==> src/rtl/f3_ctrl_if.sv <==
`default_nettype none
// ============================================================================
//  Module   : f3_ctrl_if
//  Purpose  : Bundles the F3 sequencer's write-side and read-side handshake
//             signals. The sequencer connects through the slave modport; the
//             pixel source / C3 engine side uses the master modport.
//  Signals  : wr_in_vld, f3_wr_en, f3_waddr, wr_frame_done, f3_full,
//             rd_start, rd_stall, rd_busy, f3_raddr, rd_vld, rd_win_last,
//             rd_done, ovf_err
//  Revision : 1.0  initial release
// ============================================================================
interface f3_ctrl_if #(
    parameter int ADDR_W = 8
);
    logic              wr_in_vld;
    logic              f3_wr_en;
    logic [ADDR_W-1:0] f3_waddr;
    logic              wr_frame_done;
    logic              f3_full;
    logic              rd_start;
    logic              rd_stall;
    logic              rd_busy;
    logic [ADDR_W-1:0] f3_raddr;
    logic              rd_vld;
    logic              rd_win_last;
    logic              rd_done;
    logic              ovf_err;

    modport slave (
        input  wr_in_vld, rd_start, rd_stall,
        output f3_wr_en, f3_waddr, wr_frame_done, f3_full,
               rd_busy, f3_raddr, rd_vld, rd_win_last, rd_done, ovf_err
    );

    modport master (
        output wr_in_vld, rd_start, rd_stall,
        input  f3_wr_en, f3_waddr, wr_frame_done, f3_full,
               rd_busy, f3_raddr, rd_vld, rd_win_last, rd_done, ovf_err
    );
endinterface
`default_nettype wire

==> src/rtl/f3_ctrl.sv <==
`default_nettype none
// ============================================================================
//  Module   : f3_ctrl
//  Purpose  : Address sequencer for the single-buffered 6-channel F3 feature
//             map RAM. Fills one MAP_W x MAP_W frame from the pooled pixel
//             stream, then scans every KER x KER window (kx innermost, oy
//             outermost) issuing one read address per unstalled cycle with a
//             valid flag aligned to the RAM read data. The end of the scan
//             releases the buffer for the next fill.
//  Ports    : clk    - clock, rising edge
//             rst_n  - asynchronous active-low reset
//             bus    - f3_ctrl_if.slave: write strobe/address, frame status,
//                      scan control, read address/valid/last/done, ovf_err
//  Config   : F3_OVF_CHK_EN - when defined, a pixel arriving while the frame
//                      is full sets the sticky ovf_err flag; otherwise
//                      ovf_err is tied low and such pixels are dropped silently.
//  Revision : 1.0  initial release
// ============================================================================
module f3_ctrl #(
    parameter int MAP_W  = 14,
    parameter int KER    = 5,
    parameter int ADDR_W = 8,
    parameter int RD_LAT = 1
) (
    input wire logic   clk,
    input wire logic   rst_n,
    f3_ctrl_if.slave   bus
);
    localparam int OUT_W = MAP_W - KER + 1;
    localparam int OW    = $clog2(OUT_W + 1);
    localparam int KW    = $clog2(KER + 1);
    localparam int DW    = $clog2(RD_LAT + 1) + 1;

    localparam logic [ADDR_W-1:0] LAST_ADDR = ADDR_W'(MAP_W * MAP_W - 1);
    localparam logic [ADDR_W-1:0] ROW_STEP  = ADDR_W'(MAP_W);
    localparam logic [OW-1:0]     OMAX      = OW'(OUT_W - 1);
    localparam logic [KW-1:0]     KMAX      = KW'(KER - 1);
    localparam logic [DW-1:0]     DRAIN_END = DW'(RD_LAT);

    typedef enum logic [0:0] {W_FILL = 1'b0, W_FULL = 1'b1} wstate_t;
    typedef enum logic [1:0] {R_IDLE = 2'd0, R_RUN = 2'd1, R_DRAIN = 2'd2} rstate_t;

    // ---------------- write side ----------------
    wstate_t           r_wstate, w_wstate_nxt;
    logic [ADDR_W-1:0] r_wcnt, w_wcnt_nxt;
    logic              r_frame_done, w_frame_done_nxt;
    logic              w_wr_en;
    logic              w_release;

    // ---------------- read side -----------------
    rstate_t           r_rstate, w_rstate_nxt;
    logic [DW-1:0]     r_dcnt, w_dcnt_nxt;
    logic              r_rd_done;
    logic              w_issue;
    logic [OW-1:0]     r_oy, r_ox;
    logic [KW-1:0]     r_ky, r_kx;
    logic [ADDR_W-1:0] r_win_row;   // oy * MAP_W
    logic [ADDR_W-1:0] r_tap_row;   // (oy + ky) * MAP_W
    logic [ADDR_W-1:0] r_raddr;
    logic [ADDR_W-1:0] w_addr;
    logic              w_tap_last, w_scan_end;
    logic              r_issued, r_issued_last;
    logic [RD_LAT-1:0] r_vld_pipe, r_last_pipe;

    // The rd_done cycle is the release cycle: the buffer already reads as
    // empty, but a pixel arriving in that exact cycle is dropped. rst_n keeps
    // the strobe low while reset is asserted.
    assign w_wr_en = bus.wr_in_vld & (r_wstate == W_FILL) & ~r_rd_done & rst_n;

    always_comb begin
        w_wstate_nxt     = r_wstate;
        w_wcnt_nxt       = r_wcnt;
        w_frame_done_nxt = 1'b0;
        if (w_release) begin
            w_wstate_nxt = W_FILL;
            w_wcnt_nxt   = '0;
        end else if (w_wr_en) begin
            if (r_wcnt == LAST_ADDR) begin
                w_wstate_nxt     = W_FULL;
                w_frame_done_nxt = 1'b1;
            end else begin
                w_wcnt_nxt = r_wcnt + 1'b1;
            end
        end
    end

    always_ff @(posedge clk or negedge rst_n) begin
        if (!rst_n) begin
            r_wstate     <= W_FILL;
            r_wcnt       <= '0;
            r_frame_done <= 1'b0;
        end else begin
            r_wstate     <= w_wstate_nxt;
            r_wcnt       <= w_wcnt_nxt;
            r_frame_done <= w_frame_done_nxt;
        end
    end

    // ---------------- read FSM ----------------
    assign w_tap_last = (r_ky == KMAX) && (r_kx == KMAX);
    assign w_scan_end = w_tap_last && (r_oy == OMAX) && (r_ox == OMAX);
    assign w_addr     = r_tap_row + ADDR_W'(r_ox) + ADDR_W'(r_kx);

    always_comb begin
        w_rstate_nxt = r_rstate;
        w_dcnt_nxt   = r_dcnt;
        w_issue      = 1'b0;
        w_release    = 1'b0;
        case (r_rstate)
            // The start cycle itself issues the first address (unless stalled).
            R_IDLE: begin
                if (bus.rd_start && (r_wstate == W_FULL)) begin
                    w_rstate_nxt = R_RUN;
                    w_issue      = ~bus.rd_stall;
                end
            end
            R_RUN: w_issue = ~bus.rd_stall;
            // Hold until the last issued read has come back, then release.
            R_DRAIN: begin
                if (r_dcnt == DRAIN_END) begin
                    w_rstate_nxt = R_IDLE;
                    w_release    = 1'b1;
                end else begin
                    w_dcnt_nxt = r_dcnt + 1'b1;
                end
            end
            default: w_rstate_nxt = R_IDLE;
        endcase
        if (w_issue && w_scan_end) begin
            w_rstate_nxt = R_DRAIN;
            w_dcnt_nxt   = '0;
        end
    end

    always_ff @(posedge clk or negedge rst_n) begin
        if (!rst_n) begin
            r_rstate  <= R_IDLE;
            r_dcnt    <= '0;
            r_rd_done <= 1'b0;
        end else begin
            r_rstate  <= w_rstate_nxt;
            r_dcnt    <= w_dcnt_nxt;
            r_rd_done <= w_release;
        end
    end

    // Window counters; row bases advance by MAP_W instead of multiplying.
    // After the final tap every counter wraps to zero, ready for the next scan.
    always_ff @(posedge clk or negedge rst_n) begin
        if (!rst_n) begin
            r_oy      <= '0;
            r_ox      <= '0;
            r_ky      <= '0;
            r_kx      <= '0;
            r_win_row <= '0;
            r_tap_row <= '0;
            r_raddr   <= '0;
        end else if (w_issue) begin
            r_raddr <= w_addr;
            if (r_kx != KMAX) begin
                r_kx <= r_kx + 1'b1;
            end else begin
                r_kx <= '0;
                if (r_ky != KMAX) begin
                    r_ky      <= r_ky + 1'b1;
                    r_tap_row <= r_tap_row + ROW_STEP;
                end else begin
                    r_ky <= '0;
                    if (r_ox != OMAX) begin
                        r_ox      <= r_ox + 1'b1;
                        r_tap_row <= r_win_row;
                    end else begin
                        r_ox <= '0;
                        if (r_oy != OMAX) begin
                            r_oy      <= r_oy + 1'b1;
                            r_win_row <= r_win_row + ROW_STEP;
                            r_tap_row <= r_win_row + ROW_STEP;
                        end else begin
                            r_oy      <= '0;
                            r_win_row <= '0;
                            r_tap_row <= '0;
                        end
                    end
                end
            end
        end
    end

    // r_issued is aligned with f3_raddr; RD_LAT more stages align it with data.
    always_ff @(posedge clk or negedge rst_n) begin
        if (!rst_n) begin
            r_issued      <= 1'b0;
            r_issued_last <= 1'b0;
            r_vld_pipe    <= '0;
            r_last_pipe   <= '0;
        end else begin
            r_issued       <= w_issue;
            r_issued_last  <= w_issue & w_tap_last;
            r_vld_pipe[0]  <= r_issued;
            r_last_pipe[0] <= r_issued_last;
            for (int i = 1; i < RD_LAT; i++) begin
                r_vld_pipe[i]  <= r_vld_pipe[i-1];
                r_last_pipe[i] <= r_last_pipe[i-1];
            end
        end
    end

`ifdef F3_OVF_CHK_EN
    logic r_ovf;
    always_ff @(posedge clk or negedge rst_n) begin
        if (!rst_n) begin
            r_ovf <= 1'b0;
        end else if (bus.wr_in_vld && (r_wstate == W_FULL)) begin
            r_ovf <= 1'b1;
        end
    end
    assign bus.ovf_err = r_ovf;
`else
    assign bus.ovf_err = 1'b0;
`endif

    assign bus.f3_wr_en      = w_wr_en;
    assign bus.f3_waddr      = r_wcnt;
    assign bus.wr_frame_done = r_frame_done;
    assign bus.f3_full       = (r_wstate == W_FULL);
    assign bus.rd_busy       = (r_rstate != R_IDLE);
    assign bus.f3_raddr      = r_raddr;
    assign bus.rd_vld        = r_vld_pipe[RD_LAT-1];
    assign bus.rd_win_last   = r_last_pipe[RD_LAT-1];
    assign bus.rd_done       = r_rd_done;
endmodule
`default_nettype wire

==> src/flat_wrapper.sv <==
// flat-port wrapper written by rule: the top's interface ports become plain ports
module f3_ctrl_flat 
#(
    parameter int MAP_W  = 14,
    parameter int KER    = 5,
    parameter int ADDR_W = 8,
    parameter int RD_LAT = 1
)
  (clk, rst_n, bus_wr_in_vld, bus_rd_start, bus_rd_stall, bus_f3_wr_en, bus_f3_waddr, bus_wr_frame_done, bus_f3_full, bus_rd_busy, bus_f3_raddr, bus_rd_vld, bus_rd_win_last, bus_rd_done, bus_ovf_err);
  f3_ctrl_if #(.ADDR_W(ADDR_W)) bus_i ();
  input wire logic clk;
  input wire logic rst_n;
  input wire logic [$bits(bus_i.wr_in_vld)-1:0] bus_wr_in_vld;
  input wire logic [$bits(bus_i.rd_start)-1:0] bus_rd_start;
  input wire logic [$bits(bus_i.rd_stall)-1:0] bus_rd_stall;
  output wire logic [$bits(bus_i.f3_wr_en)-1:0] bus_f3_wr_en;
  output wire logic [$bits(bus_i.f3_waddr)-1:0] bus_f3_waddr;
  output wire logic [$bits(bus_i.wr_frame_done)-1:0] bus_wr_frame_done;
  output wire logic [$bits(bus_i.f3_full)-1:0] bus_f3_full;
  output wire logic [$bits(bus_i.rd_busy)-1:0] bus_rd_busy;
  output wire logic [$bits(bus_i.f3_raddr)-1:0] bus_f3_raddr;
  output wire logic [$bits(bus_i.rd_vld)-1:0] bus_rd_vld;
  output wire logic [$bits(bus_i.rd_win_last)-1:0] bus_rd_win_last;
  output wire logic [$bits(bus_i.rd_done)-1:0] bus_rd_done;
  output wire logic [$bits(bus_i.ovf_err)-1:0] bus_ovf_err;
  assign bus_i.wr_in_vld = bus_wr_in_vld;
  assign bus_i.rd_start = bus_rd_start;
  assign bus_i.rd_stall = bus_rd_stall;
  assign bus_f3_wr_en = bus_i.f3_wr_en;
  assign bus_f3_waddr = bus_i.f3_waddr;
  assign bus_wr_frame_done = bus_i.wr_frame_done;
  assign bus_f3_full = bus_i.f3_full;
  assign bus_rd_busy = bus_i.rd_busy;
  assign bus_f3_raddr = bus_i.f3_raddr;
  assign bus_rd_vld = bus_i.rd_vld;
  assign bus_rd_win_last = bus_i.rd_win_last;
  assign bus_rd_done = bus_i.rd_done;
  assign bus_ovf_err = bus_i.ovf_err;
  f3_ctrl #(.MAP_W(MAP_W), .KER(KER), .ADDR_W(ADDR_W), .RD_LAT(RD_LAT)) u_core (.clk(clk), .rst_n(rst_n), .bus(bus_i));
endmodule
==> config.mk <==
export PLATFORM = sky130hd
export DESIGN_NAME = f3_ctrl_flat
export DESIGN_NICKNAME = d
export VERILOG_FILES = /design/src/rtl/f3_ctrl_if.sv /design/src/rtl/f3_ctrl.sv /design/src/flat_wrapper.sv
export SDC_FILE = /design/constraint.sdc
export NUM_CORES = 1
export LEC_CHECK = 0
export ABC_AREA = 1
export CAP_MARGIN = 20
export CORE_MARGIN = 5
export CORE_UTILIZATION = 37
export DETAILED_ROUTE_END_ITERATION = 7
export SYNTH_ARGS = -nofsm -noshare
export SYNTH_HDL_FRONTEND = slang
export SYNTH_SLANG_ARGS = --single-unit
==> constraint.sdc <==
create_clock -name clk -period 2.2 [get_ports clk]
set_input_delay 0.33 -clock clk [delete_from_list [all_inputs] [get_ports clk]]
set_output_delay 0.33 -clock clk [all_outputs]
set_load 0.02 [all_outputs]
## Word level (Yosys, flattened, before mapping)

Cells that the tools add are included.

| storage, ports and cells | value |
|---|---|
| register bits after elaboration | 57 |
| latch bits | 0 |
| RAM bits | 0 |
| bits in read-only memories | 0 |
| input bits | 5 |
| output and inout port bits | 24 |
| word-level logic and storage cells | 98 |
| memories | 0 |

| cells by class | value |
|---|---|
| $add $sub $neg | 10 |
| multipliers | 0 |
| div/mod/pow operators | 0 |
| order comparisons | 0 |
| equality and inequality tests | 17 |
| shift-type cells | 0 |
| muxes and demuxes | 27 |
| bitwise logic cells | 10 |
| reduce and logical (&&, ||, !) cells | 17 |

Operator list:

| kind | number |
|---|---|
| 2-to-1 mux 8 bit | 6 |
| adder 8 x 4 -> 8 bit, second input constant | 2 |
| 2-to-1 mux 2 bit | 6 |
| 2-to-1 mux 1 bit | 9 |
| adder 4 x 1 -> 4 bit, second input constant | 2 |
| adder 8 x 1 -> 8 bit, second input constant | 1 |
| adder 8 x 3 -> 8 bit | 1 |
| adder 8 x 4 -> 8 bit | 1 |
| == test 4 bit, second input constant | 2 |
| == test 8 bit, second input constant | 1 |
| 2-to-1 mux 4 bit | 2 |
| inequality test 4 bit, second input constant | 2 |
| AND reduction 2 bit | 4 |
| nonzero test 2 bit | 4 |
| adder 3 x 1 -> 3 bit, second input constant | 2 |
| == test 3 bit, second input constant | 2 |
| 2-to-1 mux 3 bit | 2 |
| inequality test 3 x 1 -> 1 bit, second input constant | 2 |
| inequality test 3 bit, second input constant | 2 |
| NOT 1 bit | 6 |
| case mux 2 bit (3 select lines) | 1 |
| AND reduction 3 bit | 2 |
| logical AND 1 bit | 5 |
| bitwise AND 1 bit | 4 |
| 8 further kinds | 10 |

## Logic depth before layout (Yosys ltp)

Gate-level depths: netlist of the first run.

| depth | value |
|---|---|
| depth in word-level cells | 7 |
| depth in mapped cells | 10 |
| depth with buffers taken out | 10 |

## Worst setup path before layout of the first run

OpenSTA, ideal clock, no wires.

| path | value |
|---|---|
| path kind | register to register |
| start | register u_core.r_tap_row[1] |
| end | register u_core.r_raddr[7], in the netlist u_core.bus.f3_raddr[7] |
| library setup time | 0.127 ns |
| arrival time | 1.909 ns |
| slack | 0.164 ns |
| cell stages (with the launch flop) | 9 |
| buffers on the path | 0 |
| path through | dfrtp_1 > fa_1 > ha_1 > fa_1 > nand3_1 > nand2_1 > nand2_1 > xor2_1 > o21ai_0 |

| between the ends | value |
|---|---|
| cells in the longest elaborated chain, start to end | 2 |

Ends and longest elaborated chain:

| element | line | text |
|---|---|---|
| start, declared | f3_ctrl.sv:58 | `logic [ADDR_W-1:0] r_tap_row;` |
| start signal, assigned | f3_ctrl.sv:166 | `r_tap_row <= r_tap_row + ROW_STEP;` |
| start signal, assigned | f3_ctrl.sv:171 | `r_tap_row <= r_win_row;` |
| start signal, assigned | f3_ctrl.sv:177 | `r_tap_row <= r_win_row + ROW_STEP;` |
| adder 8 x 4 -> 8 bit | f3_ctrl.sv:102 | `assign w_addr = r_tap_row + ADDR_W'(r_ox) + ADDR_W'(r_kx);` |
| adder 8 x 3 -> 8 bit | f3_ctrl.sv:102 |  |
| end signal, assigned | f3_ctrl.sv:159 | `r_raddr <= w_addr;` |
| end, declared | f3_ctrl.sv:59 | `logic [ADDR_W-1:0] r_raddr;` |

Every way passes these cells.
A chain may end at the register's enable or synchronous reset.

## Worst setup path in the final report of the first run

Same ends and word-level chain as after synthesis.

==> reports/metrics.cfg, run 1 <==
[route]
postRouteAntennaNets = 0
first_pass_iters = 4
via_per_inst = 4.88
vias = 2464
drt-initial-drc-count = 88
drc_errors = 0
wire_per_inst_um = 12.6
drt_wl_total_mm = 6.37

[logic_synthesis]
synth_edf_count = 0
ys_seq_area_frac = 0.464
syn_area_mm2 = 0.00307
ys_top_cells_by_count = nand2_1 (78), dfrtp_1 (57), inv_1 (43)
ys_ff_latch = 57
ys_top_cells_by_area = dfrtp_1 (46%), nand2_1 (9.5%), nand3_1 (5.4%)
synth_most_common_cell = nand2_1
ys_warn_count = 0
ys.flop_type = dfrtp_1
syn-num-nets = 379
synth_top_area_share = 0.464
postSynthCellCount = 357
async_flop_share = 1.00
yosysUniqueCellTypes = 38
synth_top_cell_by_area = dfrtp_1
avgSynthCellArea_um2 = 8.60

[setup_path]
crit_type = reg2reg
reg2reg_setup_slack_ns = 0.15
crit_fanout = 3
crit_path_max_incr_delay_ns = 0.48
cp.arrival_ns = 2.26
cp-start-kind = flip-flop
cp_slowest_cell = fa_1
cp.required_ns = 2.41
path_cells = fa_1 > ha_2 > fa_2 > nand3_1 > nand2_1 > nand2_1 > xor2_1 > o21ai_0
end_kind = flip-flop
worst_path_most_repeated_cell = nand2_1

[power_and_ir_drop]
p_comb_frac = 0.139
switching_power_mw = 0.661
p_total_mw = 2.48
internal_power_mw = 1.82
ir_drop_v = 0.000223
p_clk_frac = 0.395
pwr-share-seq = 0.466
leakagePower_nw = 1.83
p_per_area_mw_per_mm2 = 673
power_switching_share = 0.267

[place]
io_buffers = 27
detailed_place_hpwl_mm = 4.64
gp_congestion = 0.795

[layout]
utilization = 0.453
final_nets = 418
drive_gt1_frac = 0.120
area_delta_synth_final_pct = 19.9
diodes = 0

[clock_tree]
cts_made_buffers = 9
worstSkewPairLatency_ns = 0.34
htreeDepth = 3
cts_root_buf = clkbuf_8
clk_pin_slew_ns = 0.07
cts.sinks = 57
cts_tree = yes
clock_path_buffers = 2

[floorplan]
die_h_um = 101
dieArea_mm2 = 0.0102
die_w_um = 101
initial_core_util = 0.378
ios = 29
core_mm2 = 0.00813
rows = 33

[sta]
timing.hold.ws_ns = 0.147
worst_pin_slew_ns = 0.754
drv_slew = 0
max_freq_ghz = 0.488
setup_tns_ns = 0
rsz0062_at_grt = false
clock_skew_ns = 0.0117
slew_headroom = 0.497
hold_viol_final = 0
finalCritPeriodShare = 0.931
period_needed_ns = 2.05
setup_viol = 0

[job]
max-cap-violations = 0

[global_route]
gr-total-overflow = 0
grt_pass1_wl_mm = 11.3
grt_usage = 0.141
antenna_found_initial = 0
grt_max_degree = 58
grt_pass1_vias = 2475

[worst_hold_path]
hold_path.class = in2async

[outcome]
status = finished, final reports clean

[layer usage]
| layer | vias up | wire (um) | GRT usage |
|---|---|---|---|
| li1 | 1253 | - | - |
| met1 | 1146 | 3070 | 0.174 |
| met2 | 52 | 2820 | 0.224 |
| met3 | 13 | 332 | 0.0533 |
| met4 | 0 | 144 | 0.0552 |
| met5 | - | 0 | 0 |
[layout by cell type, fill, tap and decap left out, types with 2 or more instances in the layout]
cell type / Yosys / final
clkdlybuf4s50_1: 0 / 26
nor3_1: 5 / 5
o22ai_1: 3 / 3
dfrtp_1: 57 / 57
o21ai_1: 4 / 4
fa_1: 4 / 3
a21oi_1: 13 / 13
nor2_1: 12 / 12
nand4_1: 13 / 13
inv_1: 43 / 43
nand3_1: 33 / 33
nand2_2: 3 / 3
nand3b_1: 2 / 2
o21ai_0: 30 / 30
xnor2_1: 2 / 2
inv_2: 7 / 7
clkbuf_8: 0 / 11
buf_4: 2 / 7
nand2_4: 2 / 2
xor2_1: 8 / 8
ha_1: 13 / 12
clkinv_2: 0 / 2
nor2_4: 2 / 2
nor2_2: 4 / 4
nand2_1: 78 / 78
[path summary, 6_finish.rpt]
check,end,from,cells past startpoint
max in group asynchronous,u_core.bus.rd_win_last$_DFF_PN0_,rst_n,2
min in group clk,u_core.bus.wr_frame_done$_DFF_PN0_,rst_n,3
min,u_core.bus.f3_waddr[7]$_DFFE_PN0P_,rst_n,2
min reg2reg,u_core.bus.rd_vld$_DFF_PN0_,u_core.r_issued$_DFF_PN0_,0
max reg2reg,u_core.bus.f3_raddr[7]$_DFFE_PN0P_,u_core.r_tap_row[1]$_DFFE_PN0P_,8
max,u_core.bus.f3_raddr[7]$_DFFE_PN0P_,u_core.r_tap_row[1]$_DFFE_PN0P_,8
[cell families after synthesis]
kind of cell,share of synthesized area
AO/OA/AOI/OAI,0.0953
XOR/XNOR,0.0285
adder cells (fa/ha/maj),0.0790
buffers and inverters,0.0749
flip-flops,0.464
multiplexers,0.00326
other,0.00122
AND/OR/NAND/NOR,0.253
[through the flow]
stage | area (um2) | setup slack [ns] | std cells
CTS | 3680 | 0.0422 | 505
global placement | 3480 | 0.0940 | 490
floorplan | 3070 | 0.164 | 357
global route | 3680 | 0.00606 | 505
detailed placement | 3480 | 0.0464 | 490
finish | 3680 | 0.153 | 505
[critical path, delay by kind of cell, from the launching register on]
kind                       cells  cell delay, ns
DFF                            1            0.40
AOI/OAI and AO/OA              1            0.08
adders and majority gates      3            1.05
xor gates and xnor gates       1            0.14
and+or+nand+nor                3            0.26
[area by class of cell]
| cell class | count | area, um2 |
|---|---|---|
| well taps | 105 | 131 |
| flip-flops and latches | 57 | 1430 |
| inverters | 51 | 191 |
| clock inverters | 3 | 40.0 |
| multi-input cells | 243 | 1420 |
| fillers | 809 | 4450 |
| repair buffers | 34 | 318 |
| clock buffers | 12 | 155 |
[timing repair]
item,CTS,global route
resized for setup,0,2
endpoints found under the setup margin,0,2
hold buffers,0,0
setup buffers,0,0
[power groups by stage]
stage               clock network (mW)  registers (mW)  logic (mW)
floorplan                            0            1.22       0.138
global placement                     0            1.17       0.341
detailed placement                   0            1.17       0.349
CTS                               1.02            1.15       0.350
global route                      1.07            1.16       0.393
finish                           0.978            1.15       0.346
[state kept, by name, summed over array words and instances, names as in the netlist, 2 cells and up]
| signal | count |
|---|---|
| u_core.bus.f3_raddr | 8 |
| u_core.bus.f3_waddr | 8 |
| u_core.r_tap_row | 8 |
| u_core.r_win_row | 8 |
| u_core.r_ox | 4 |
| u_core.r_oy | 4 |
| u_core.r_kx | 3 |
| u_core.r_ky | 3 |
| u_core.r_dcnt | 2 |
| u_core.r_rstate | 2 |
No activity file was read; power rests on OpenSTA's default activity.
==> run 2: changes to the inputs <==
==> constraint.sdc (replaced) <==
create_clock -name clk -period 2.3 [get_ports clk]
set_input_delay 0.345 -clock clk [delete_from_list [all_inputs] [get_ports clk]]
set_output_delay 0.345 -clock clk [all_outputs]
set_load 0.02 [all_outputs]
==> reports/metrics.cfg, run 2 (same netlist as run 1, synthesis figures left out) <==
[outcome]
status = finished, final reports clean

[floorplan]
die_w_um = 101  ; unchanged
rows = 33  ; unchanged
ios = 29  ; unchanged
dieArea_mm2 = 0.0102  ; unchanged
die_h_um = 101  ; unchanged
initial_core_util = 0.378  ; unchanged
core_mm2 = 0.00813  ; unchanged

[layout]
layout_commonest_cell = nand2_1
final_nets = 416  ; -0.48%
n_fill_cell = 805  ; -0.49%
drive_gt1_frac = 0.113  ; -0.00693
area_delta_synth_final_pct = 19.3
utilization = 0.451  ; -0.00215
final_cell_mix = nand2_1 (78), dfrtp_1 (57), inv_1 (43)
diodes = 0  ; unchanged

[sta]
clock_skew_ns = 0.00831  ; -0.00340 ns
finalCritPeriodShare = 0.901  ; -0.0299
max_freq_ghz = 0.483  ; -1.2%
drv_slew = 0  ; unchanged
timing.hold.ws_ns = 0.173  ; +0.0256 ns
setup_viol = 0  ; unchanged
rsz0062_at_grt = false
hold_viol_final = 0  ; unchanged
slew_headroom = 0.516  ; +0.0185
worst_pin_slew_ns = 0.726  ; -0.0278 ns
setup_tns_ns = 0  ; unchanged
period_needed_ns = 2.07  ; +0.0243 ns

[clock_tree]
htreeDepth = 3  ; unchanged
cts_root_buf = clkbuf_8
cts_setup_buffers = 0  ; unchanged
cts_made_buffers = 9  ; unchanged
clk_pin_slew_ns = 0.06  ; about the same
cts-hold-fix-buffers = 0  ; unchanged
cts.sinks = 57  ; unchanged
clock_path_buffers = 2  ; unchanged
worstSkewPairLatency_ns = 0.33  ; about the same
cts_tree = yes

[setup_path]
cp_slowest_cell = fa_1
crit_path_max_incr_delay_ns = 0.45  ; -0.03 ns
crit_fanout = 4  ; +1
path_depth = 8  ; unchanged
cp-start-kind = flip-flop
cp.arrival_ns = 2.28  ; +0.02 ns
ff2ff_path_depth = 8  ; unchanged
end_kind = flip-flop
path_cells = fa_1 > ha_1 > fa_2 > nand3_1 > nand2_1 > nand2_1 > xor2_1 > o21ai_0
cp_top_family = adder cells
crit_type = reg2reg
timing.critical_path.buf_inv = 0  ; unchanged
worst_path_most_repeated_cell = nand2_1
cp.required_ns = 2.51  ; +0.10 ns

[place]
io_buffers = 27  ; unchanged
gp_congestion = 0.807  ; +1.4%
detailed_place_hpwl_mm = 4.59  ; -1.1%

[power_and_ir_drop]
ir_drop_v = 0.000293  ; +31%
leakagePower_nw = 1.83  ; -0.40%
p_per_area_mw_per_mm2 = 645  ; -4.2%

[worst_hold_path]
hold_path.class = in2async

[route]
wire_per_inst_um = 12.4  ; -1.4%
postRouteAntennaNets = 0  ; unchanged
vias = 2426  ; -1.5%
drt_wl_total_mm = 6.25  ; -1.8%
first_pass_iters = 4  ; unchanged
drc_errors = 0  ; unchanged
drt-initial-drc-count = 98  ; +11%
via_per_inst = 4.82  ; -1.2%

[global_route]
grt_usage = 0.135  ; -0.00609
grt_pass1_wl_mm = 11.0  ; -2.6%
antenna_found_initial = 0  ; unchanged
gr-total-overflow = 0  ; unchanged
grt_pass1_vias = 2409  ; -2.7%
grt_max_degree = 58  ; unchanged

[job]
max-cap-violations = 0  ; unchanged

==> run 2: changes by cell type in the layout (fill, tap and decap cells not counted) <==
cell / previous run / this run
ha_1: 12 / 13
ha_2: 1 / 0
buf_4: 7 / 5
==> run 2: layout make-up <==
| cell class | count | area, um2 | share of cell area |
|---|---|---|---|
| timing repair buffer | 32 | 303 | 0.0826 |
| multi-input combinational | 243 | 1420 | 0.387 |
| clock buffer | 12 | 155 | 0.0423 |
| inverter | 51 | 191 | 0.0522 |
| sequential | 57 | 1430 | 0.389 |
| clock inverter | 3 | 40.0 | 0.0109 |
| tap | 105 | 131 | 0.0358 |
==> run 2: metrics by stage <==
| step | std cells | setup WS [ns] | instance area, um2 | power [mW] |
|---|---|---|---|---|
| floorplan | 357 | 0.264 | 3070 | 1.30 |
| global placement | 488 | 0.195 | 3470 | 1.45 |
| detailed placement | 488 | 0.164 | 3470 | 1.45 |
| CTS | 503 | 0.147 | 3660 | 2.40 |
| global route | 503 | 0.0610 | 3660 | 2.50 |
| finish | 503 | 0.228 | 3660 | 2.36 |
==> run 2: repair_timing <==
action                                  in CTS  in global routing
endpoints found under the setup margin       0                  1
hold endpoints to repair                     0                  0
resized for setup                            0                  1
==> run 2: power breakdown <==
group          internal, mW  switching (mW)  total [mW]
clock network         0.550           0.382       0.932
registers              1.05          0.0539        1.10
logic                 0.136           0.190       0.327
total                  1.74           0.626        2.36
==> run 2: routing by layer <==
metal,up-vias,global-route usage,share of wire
li1,1241,-,-
met1,1135,0.175,0.48
met2,41,0.213,0.46
met3,9,0.0471,0.052
met4,0,0.0429,0.016
met5,-,0,0
==> run 2: worst paths after layout <==
path,start,end,slack (ns)
max in group asynchronous,rst_n,u_core.r_oy[2]$_DFFE_PN0P_,1.64
min,rst_n,u_core.bus.f3_waddr[5]$_DFFE_PN0P_,0.17
min reg2reg,u_core.r_issued$_DFF_PN0_,u_core.bus.rd_vld$_DFF_PN0_,0.36
max,u_core.r_ox[1]$_DFFE_PN0P_,u_core.bus.f3_raddr[7]$_DFFE_PN0P_,0.23
min in group clk,rst_n,u_core.bus.wr_frame_done$_DFF_PN0_,0.35
max reg2reg,u_core.r_ox[1]$_DFFE_PN0P_,u_core.bus.f3_raddr[7]$_DFFE_PN0P_,0.23
